===== config.mk =====
export PLATFORM = sky130hd
export DESIGN_NAME = add_share_arb
export DESIGN_NICKNAME = d
export VERILOG_FILES = /design/src/rtl/add_share_arb.sv
export SDC_FILE = /design/constraint.sdc
export NUM_CORES = 1
export LEC_CHECK = 0
export ABC_AREA = 1
export CAP_MARGIN = 15
export CELL_PAD_IN_SITES_DETAIL_PLACEMENT = 1
export CELL_PAD_IN_SITES_GLOBAL_PLACEMENT = 2
export CORE_ASPECT_RATIO = 0.75
export CORE_UTILIZATION = 20
export DETAILED_ROUTE_END_ITERATION = 6
export GPL_TIMING_DRIVEN = 0
export PLACE_DENSITY = 0.91
export SLEW_MARGIN = 30
export SYNTH_ARGS = -nofsm -noshare
export SYNTH_HDL_FRONTEND = slang
export SYNTH_SLANG_ARGS = --single-unit

===== constraint.sdc =====
create_clock -name clk -period 1.8 [get_ports clk]
set_clock_uncertainty 0.2 [all_clocks]
set_input_delay 0.36 -clock clk [delete_from_list [all_inputs] [get_ports clk]]
set_output_delay 0.36 -clock clk [all_outputs]
set_load 0.05 [all_outputs]

===== src/rtl/add_share_arb.sv =====
// add_share_arb: two-requester round-robin arbiter in front of one shared adder.
// Each requester hands over an operand pair and gets back sum/overflow on its
// own response channel; only one addition is in flight at a time.
// Optional build macro ADD_SHARE_ARB_STATS_EN adds per-requester saturating
// counters of completed responses and of responses that carried overflow.
//
// state | meaning
// IDLE  | waiting for a command; grant is picked combinationally
// ISSUE | add_en high for one cycle with latched operands
// WAIT  | down-counting adder latency; capture result at terminal count
// RESP  | owner's response held until its ready handshake
module add_share_arb #(
    parameter int DW      = 32,
    parameter int ADD_LAT = 1
) (
    input  logic          clk,
    input  logic          rst,
    input  logic          req0_valid,
    output logic          req0_ready,
    input  logic [DW-1:0] req0_a,
    input  logic [DW-1:0] req0_b,
    output logic          rsp0_valid,
    input  logic          rsp0_ready,
    output logic [DW-1:0] rsp0_sum,
    output logic          rsp0_ovf,
    input  logic          req1_valid,
    output logic          req1_ready,
    input  logic [DW-1:0] req1_a,
    input  logic [DW-1:0] req1_b,
    output logic          rsp1_valid,
    input  logic          rsp1_ready,
    output logic [DW-1:0] rsp1_sum,
    output logic          rsp1_ovf,
    output logic          add_en,
    output logic [DW-1:0] add_in1,
    output logic [DW-1:0] add_in2,
    input  logic [DW-1:0] add_sum,
    input  logic          add_ovf
`ifdef ADD_SHARE_ARB_STATS_EN
    ,
    output logic [15:0]   cnt0,
    output logic [15:0]   cnt1,
    output logic [15:0]   ovf_cnt0,
    output logic [15:0]   ovf_cnt1
`endif
);

    typedef enum logic [1:0] {IDLE, ISSUE, WAIT, RESP} state_t;

    localparam int CW = 4;

    state_t        state;
    logic          owner;
    logic          ptr;
    logic [CW-1:0] lat_cnt;
    logic          grant_vld;
    logic          grant;

    // Grant: a lone requester wins; on contention the pointer decides.
    always_comb begin
        grant_vld = req0_valid | req1_valid;
        grant     = (req0_valid & req1_valid) ? ptr : req1_valid;
    end

    // Ready is only offered in IDLE and never while reset is held.
    assign req0_ready = !rst && (state == IDLE) && grant_vld && !grant;
    assign req1_ready = !rst && (state == IDLE) && grant_vld && grant;

    // Arbitration FSM with registered adder drive and response registers.
    always_ff @(posedge clk) begin
        if (rst) begin
            state      <= IDLE;
            owner      <= 1'b0;
            ptr        <= 1'b0;
            lat_cnt    <= '0;
            add_en     <= 1'b0;
            add_in1    <= '0;
            add_in2    <= '0;
            rsp0_valid <= 1'b0;
            rsp0_sum   <= '0;
            rsp0_ovf   <= 1'b0;
            rsp1_valid <= 1'b0;
            rsp1_sum   <= '0;
            rsp1_ovf   <= 1'b0;
        end else begin
            case (state)
                IDLE: begin
                    if (grant_vld) begin
                        add_in1 <= grant ? req1_a : req0_a;
                        add_in2 <= grant ? req1_b : req0_b;
                        owner   <= grant;
                        ptr     <= ~grant;
                        add_en  <= 1'b1;
                        state   <= ISSUE;
                    end
                end
                ISSUE: begin
                    add_en  <= 1'b0;
                    lat_cnt <= CW'(ADD_LAT - 1);
                    state   <= WAIT;
                end
                WAIT: begin
                    if (lat_cnt == '0) begin
                        if (owner) begin
                            rsp1_sum   <= add_sum;
                            rsp1_ovf   <= add_ovf;
                            rsp1_valid <= 1'b1;
                        end else begin
                            rsp0_sum   <= add_sum;
                            rsp0_ovf   <= add_ovf;
                            rsp0_valid <= 1'b1;
                        end
                        state <= RESP;
                    end else begin
                        lat_cnt <= lat_cnt - 1'b1;
                    end
                end
                RESP: begin
                    if (owner && rsp1_ready) begin
                        rsp1_valid <= 1'b0;
                        state      <= IDLE;
                    end else if (!owner && rsp0_ready) begin
                        rsp0_valid <= 1'b0;
                        state      <= IDLE;
                    end
                end
                default: state <= IDLE;
            endcase
        end
    end

`ifdef ADD_SHARE_ARB_STATS_EN
    logic hs0;
    logic hs1;

    // Response valid is only ever high in RESP for the owner.
    assign hs0 = rsp0_valid & rsp0_ready;
    assign hs1 = rsp1_valid & rsp1_ready;

    // Saturating handshake and overflow counters.
    always_ff @(posedge clk) begin
        if (rst) begin
            cnt0     <= '0;
            cnt1     <= '0;
            ovf_cnt0 <= '0;
            ovf_cnt1 <= '0;
        end else begin
            if (hs0 && cnt0 != 16'hFFFF) cnt0 <= cnt0 + 16'd1;
            if (hs1 && cnt1 != 16'hFFFF) cnt1 <= cnt1 + 16'd1;
            if (hs0 && rsp0_ovf && ovf_cnt0 != 16'hFFFF) ovf_cnt0 <= ovf_cnt0 + 16'd1;
            if (hs1 && rsp1_ovf && ovf_cnt1 != 16'hFFFF) ovf_cnt1 <= ovf_cnt1 + 16'd1;
        end
    end
`endif

endmodule


==> results.txt <==
The count of cells in the finished layout, fillers not included, comes to 1526. The remaining routing DRC violations is 0. Along the worst path, the maximum fanout reaches 3. The critical path contains buffers and inverters numbering 5 combined. The maximum single-stage delay on the critical path is 340 ps, and the area of the mapped netlist is 5665 um2. Dividing the final minimum period by the clock period gives 121.6%. In this run the power density over the cells is 1521 nW/um2. The type of the most critical hold path is primary input to flip-flop. The die covers 29010 um2. The number of iterations in the first detailed-routing pass is 4, and the internal power is 8.671 mW. Traced cell by cell, the critical path runs through inv_2, ha_4, inv_2, nor2_4, inv_2, nor2_4, buf_6, buf_8. Across every metal layer, demand over resource in global routing totals 17.38%. The tools report the initial antenna violation count as 1. In this run the remaining antenna-violating nets after routing total 0.

Headroom to the max-slew limit came out at 55.28%. The worst register-to-register path has a setup slack of -130 ps. The switching power summed over all nets is 7.007 mW, and the average vias per placed instance is 4.244.

Setup repair after global routing could not meet its margin everywhere. The count of input and output buffers came out at 300. The class of the most critical setup path is flip-flop to output port. After detailed routing, the average wire length per cell comes to 16.42 um. The number of buffers added by the clock tree synthesis step is 17. The analysis attributes to cell leakage a power of 4.276 nW. The tools report the pre-CTS setup slack as -1521 ps.

Number of nets produced by synthesis: 970. The cell family with the largest share of critical-path delay is buffers and inverters. Setup violations remaining at the end of the flow were counted as 22. The clock net in this run drives a total of 141 sinks. Root buffer cell: clkbuf_16. After technology mapping, the gate count stands at 797.

The worst-case IR drop observed on VDD is 0.7826 mV. For this run, the number of Yosys warnings is 0. The run gives -388.4 ps as the final worst setup slack. For this run, the post-layout net count is 1308. No sink is reached through more buffers than the 2 on the longest clock path.

Capture point of the critical path: req1_ready. The tools report the count of placed standard cells including taps as 1475. Once the floorplan was initialized, standard cells occupied 20.68% of the core.

For the maximum clock frequency, the log shows 0.4569 GHz. The standard cell core area is 27390 um2, and the length in cells of the worst reg-to-reg path is 8. The logs give 0 for the number of pins exceeding their max-slew limit in the final report and 2441 um2 for the total area of multi-input combinational cells. The arrival time of the worst setup path was 1630 ps; the switching share of power was 44.69%.

The first global-routing pass estimated 38560 um of wire. The vertical die dimension was 147.8 um; the combinational share of power was 48.1%. The sequential share of power was 28.1%. The clock latency reported for the late side of the worst-skew pair is 420 ps. The actual slew at the worst max-slew pin is 670.8 ps. From synthesis to final layout, the design area changed by 81.96%. The flow ran to the end, but the final reports show violations. The checks that failed: setup timing.

Registers take 2826 um2. The most frequent cell on the critical path was inv_2. A synthesized cell averages 7.108 um2. Tracing the worst setup path back leads to its startpoint at state[1]$_SDFFE_PP0P_. The congestion estimate from routability-driven global placement came to 0.7884.

For the pin count of the biggest net entering global routing, the log shows 17. STA classifies the critical path startpoint as a flip-flop. Global routing finished with a remaining overflow of 0. The tools report the kind of end point of the critical path as an output port.

The I/O pin count is 302. The largest total area in the synthesized netlist belongs to dfxtp_1. In this run the critical register-to-register path is captured at rsp1_sum[23]$_SDFFE_PP0P_. The register area share after synthesis came out at 49.82%.

Row generation in the floorplan step produced 52 rows. The clock-pin slew on the worst setup and hold paths works out to 60 ps. Across the run, the number of max-cap violations was 0.

The cell at the slowest stage of the critical path is dfxtp_2. After detailed routing, the total wire length is 25050 um. The number of hold buffers added after CTS was 0.

Via count of the first global-routing pass: 7028. Clock period minus worst slack: 2188 ps. For the final core area utilization, the log shows 37.63%. Top cell type's share of synthesized area: 49.82%. For the total count of hold-check failures in the final report, the log shows 0. The tools report the violation count after the first detailed-route iteration as 144.

The number of synthesized register bits came out at 141. Ranked by total cell area, the synthesized netlist is headed by dfxtp_1 (50%), nand2_1 (14%), nand3_1 (8.4%). The number of diodes came out at 0. The die is 196.3 um wide. The run gives 3308 as the number of fillers in the final layout. The cell depth of the worst setup path works out to 8. Detailed placement ended at an HPWL of 18430 um. Counting distinct cell types in the post-synthesis netlist gives 21. Cells with a size suffix above 1 make up 21.95% of the layout.

TritonCTS built the clock tree. The required time at the worst-slack endpoint is 1240 ps, and the detailed-route via count is 6476. The worst register-to-register path begins at state[1]$_SDFFE_PP0P_.

The clock network power share is 23.8%. The H-tree was split into 4 levels.
==> area by class of cell <==
type / instances / share of cell area [%]
buffer: 46 / 3.241
multi-input combinational: 536 / 23.68
clock inverter: 13 / 1.590
timing repair buffer: 320 / 32.48
clock buffer: 19 / 4.297
tap: 378 / 4.588
sequential: 141 / 27.42
inverter: 73 / 2.707
==> cells in the final DEF (no fill, tap or decap), types with 2 or more instances in the layout <==
| cell | n |
|---|---|
| buf_4 | 27 |
| a21oi_1 | 41 |
| clkinv_2 | 3 |
| o21ai_1 | 19 |
| ha_1 | 4 |
| clkbuf_2 | 2 |
| clkinvlp_4 | 2 |
| o21ai_0 | 43 |
| dfxtp_1 | 138 |
| clkdlybuf4s50_1 | 163 |
| clkbuf_1 | 12 |
| nand4_1 | 2 |
| buf_8 | 4 |
| clkbuf_16 | 17 |
| buf_6 | 7 |
| inv_2 | 5 |
| inv_4 | 2 |
| dfxtp_2 | 3 |
| nor2_4 | 5 |
| nand3_1 | 95 |
| clkinv_4 | 3 |
| clkbuf_4 | 5 |
| o21ai_2 | 5 |
| a21oi_2 | 2 |
| clkdlybuf4s15_2 | 133 |
| inv_1 | 66 |
| nand2_2 | 4 |
| inv_6 | 2 |
| nor2_1 | 104 |
| buf_2 | 9 |
| buf_12 | 3 |
| dlygate4sd2_1 | 2 |
| nand2_1 | 205 |
| bufinv_16 | 3 |
==> state kept, by name, indices dropped and copies added (netlist names) <==
name        cells
add_en          1
add_in1        32
add_in2        32
lat_cnt         4
owner           1
ptr             1
rsp0_ovf        1
rsp0_sum       32
rsp0_valid      1
rsp1_ovf        1
rsp1_sum       32
rsp1_valid      1
state           2
==> repair_timing <==
item | in CTS | in global routing
setup endpoints to repair | 266 | 126
resized for setup | 465 | 63
cloned | 1 | 0
pin swaps | 5 | 6
buffers inserted | 15 | 6
==> layer usage <==
layer  part of all wire (%)  routed length (um)  GRT usage, %  up-vias
met3                    7.8                1947         6.320       18
met4                    1.0                 263         3.906        2
li1                       -                   -             -     3190
met1                     45               11330         21.46     3068
met2                     46               11500         28.79      198
met5                  0.040                  10             0        -
==> power by group through the flow <==
stage | Sequential [mW] | Clock (mW) | Combinational, mW
2_1_floorplan | 6.97 | 0 | 1.93
3_3_place_gp | 4.42 | 0 | 7.13
3_5_place_dp | 4.46 | 0 | 7.23
4_1_cts | 4.41 | 3.84 | 7.45
5_1_grt | 4.51 | 3.96 | 8.10
6_report | 4.41 | 3.73 | 7.54
==> Yosys cell counts <==
cell type / n
buf_4: 1
dfxtp_1: 141
nand2_1: 210
nor3_1: 1
o21ai_1: 8
nand4_1: 2
nor2_1: 106
inv_2: 4
or2_1: 1
a21oi_1: 43
nand3_1: 95
o21ai_0: 59
nor2_4: 1
buf_1: 3
buf_6: 2
o21ai_2: 1
nor2_2: 3
ha_1: 6
clkbuf_1: 22
buf_2: 19
inv_1: 69
==> through the flow <==
step / hold WS, ps / area, um2 / power [mW] / setup TNS (ps)
2_1_floorplan: 226.1 / 5670 / 8.906 / 0
3_3_place_gp: 232.3 / 9146 / 11.55 / -56500
3_5_place_dp: 236.7 / 9146 / 11.68 / -61420
4_1_cts: 48.25 / 10190 / 15.70 / -3173
5_1_grt: 56.95 / 10310 / 16.57 / -7219
6_report: 57.40 / 10310 / 15.68 / -2128
==> how the worst min path moves through the flow <==
stage | depth (start not counted) | from | slack [ps] | to
detailed placement | 2 | rsp1_sum[1]$_SDFFE_PP0P_ | 240 | rsp1_sum[1]$_SDFFE_PP0P_
finish | 2 | rst | 60 | ptr$_SDFFE_PP0P_
CTS | 2 | rst | 50 | owner$_SDFFE_PP0P_
floorplan | 1 | lat_cnt[0]$_SDFFE_PP0P_ | 230 | lat_cnt[0]$_SDFFE_PP0P_
global route | 2 | rst | 60 | ptr$_SDFFE_PP0P_
global placement | 2 | rsp1_sum[3]$_SDFFE_PP0P_ | 230 | rsp1_sum[3]$_SDFFE_PP0P_
==> kinds of logic (layout without fill, tap and decap cells) <==
| logic type | count (synthesis) | in the layout | share of synthesized area (%) |
|---|---|---|---|
| flops | 141 | 141 | 49.82 |
| compound gates | 111 | 111 | 9.872 |
| buf+inv | 120 | 471 | 8.701 |
| fa+ha+maj | 6 | 6 | 1.325 |
| simple gates | 419 | 419 | 30.28 |
Power figures use the tool's default switching activity.
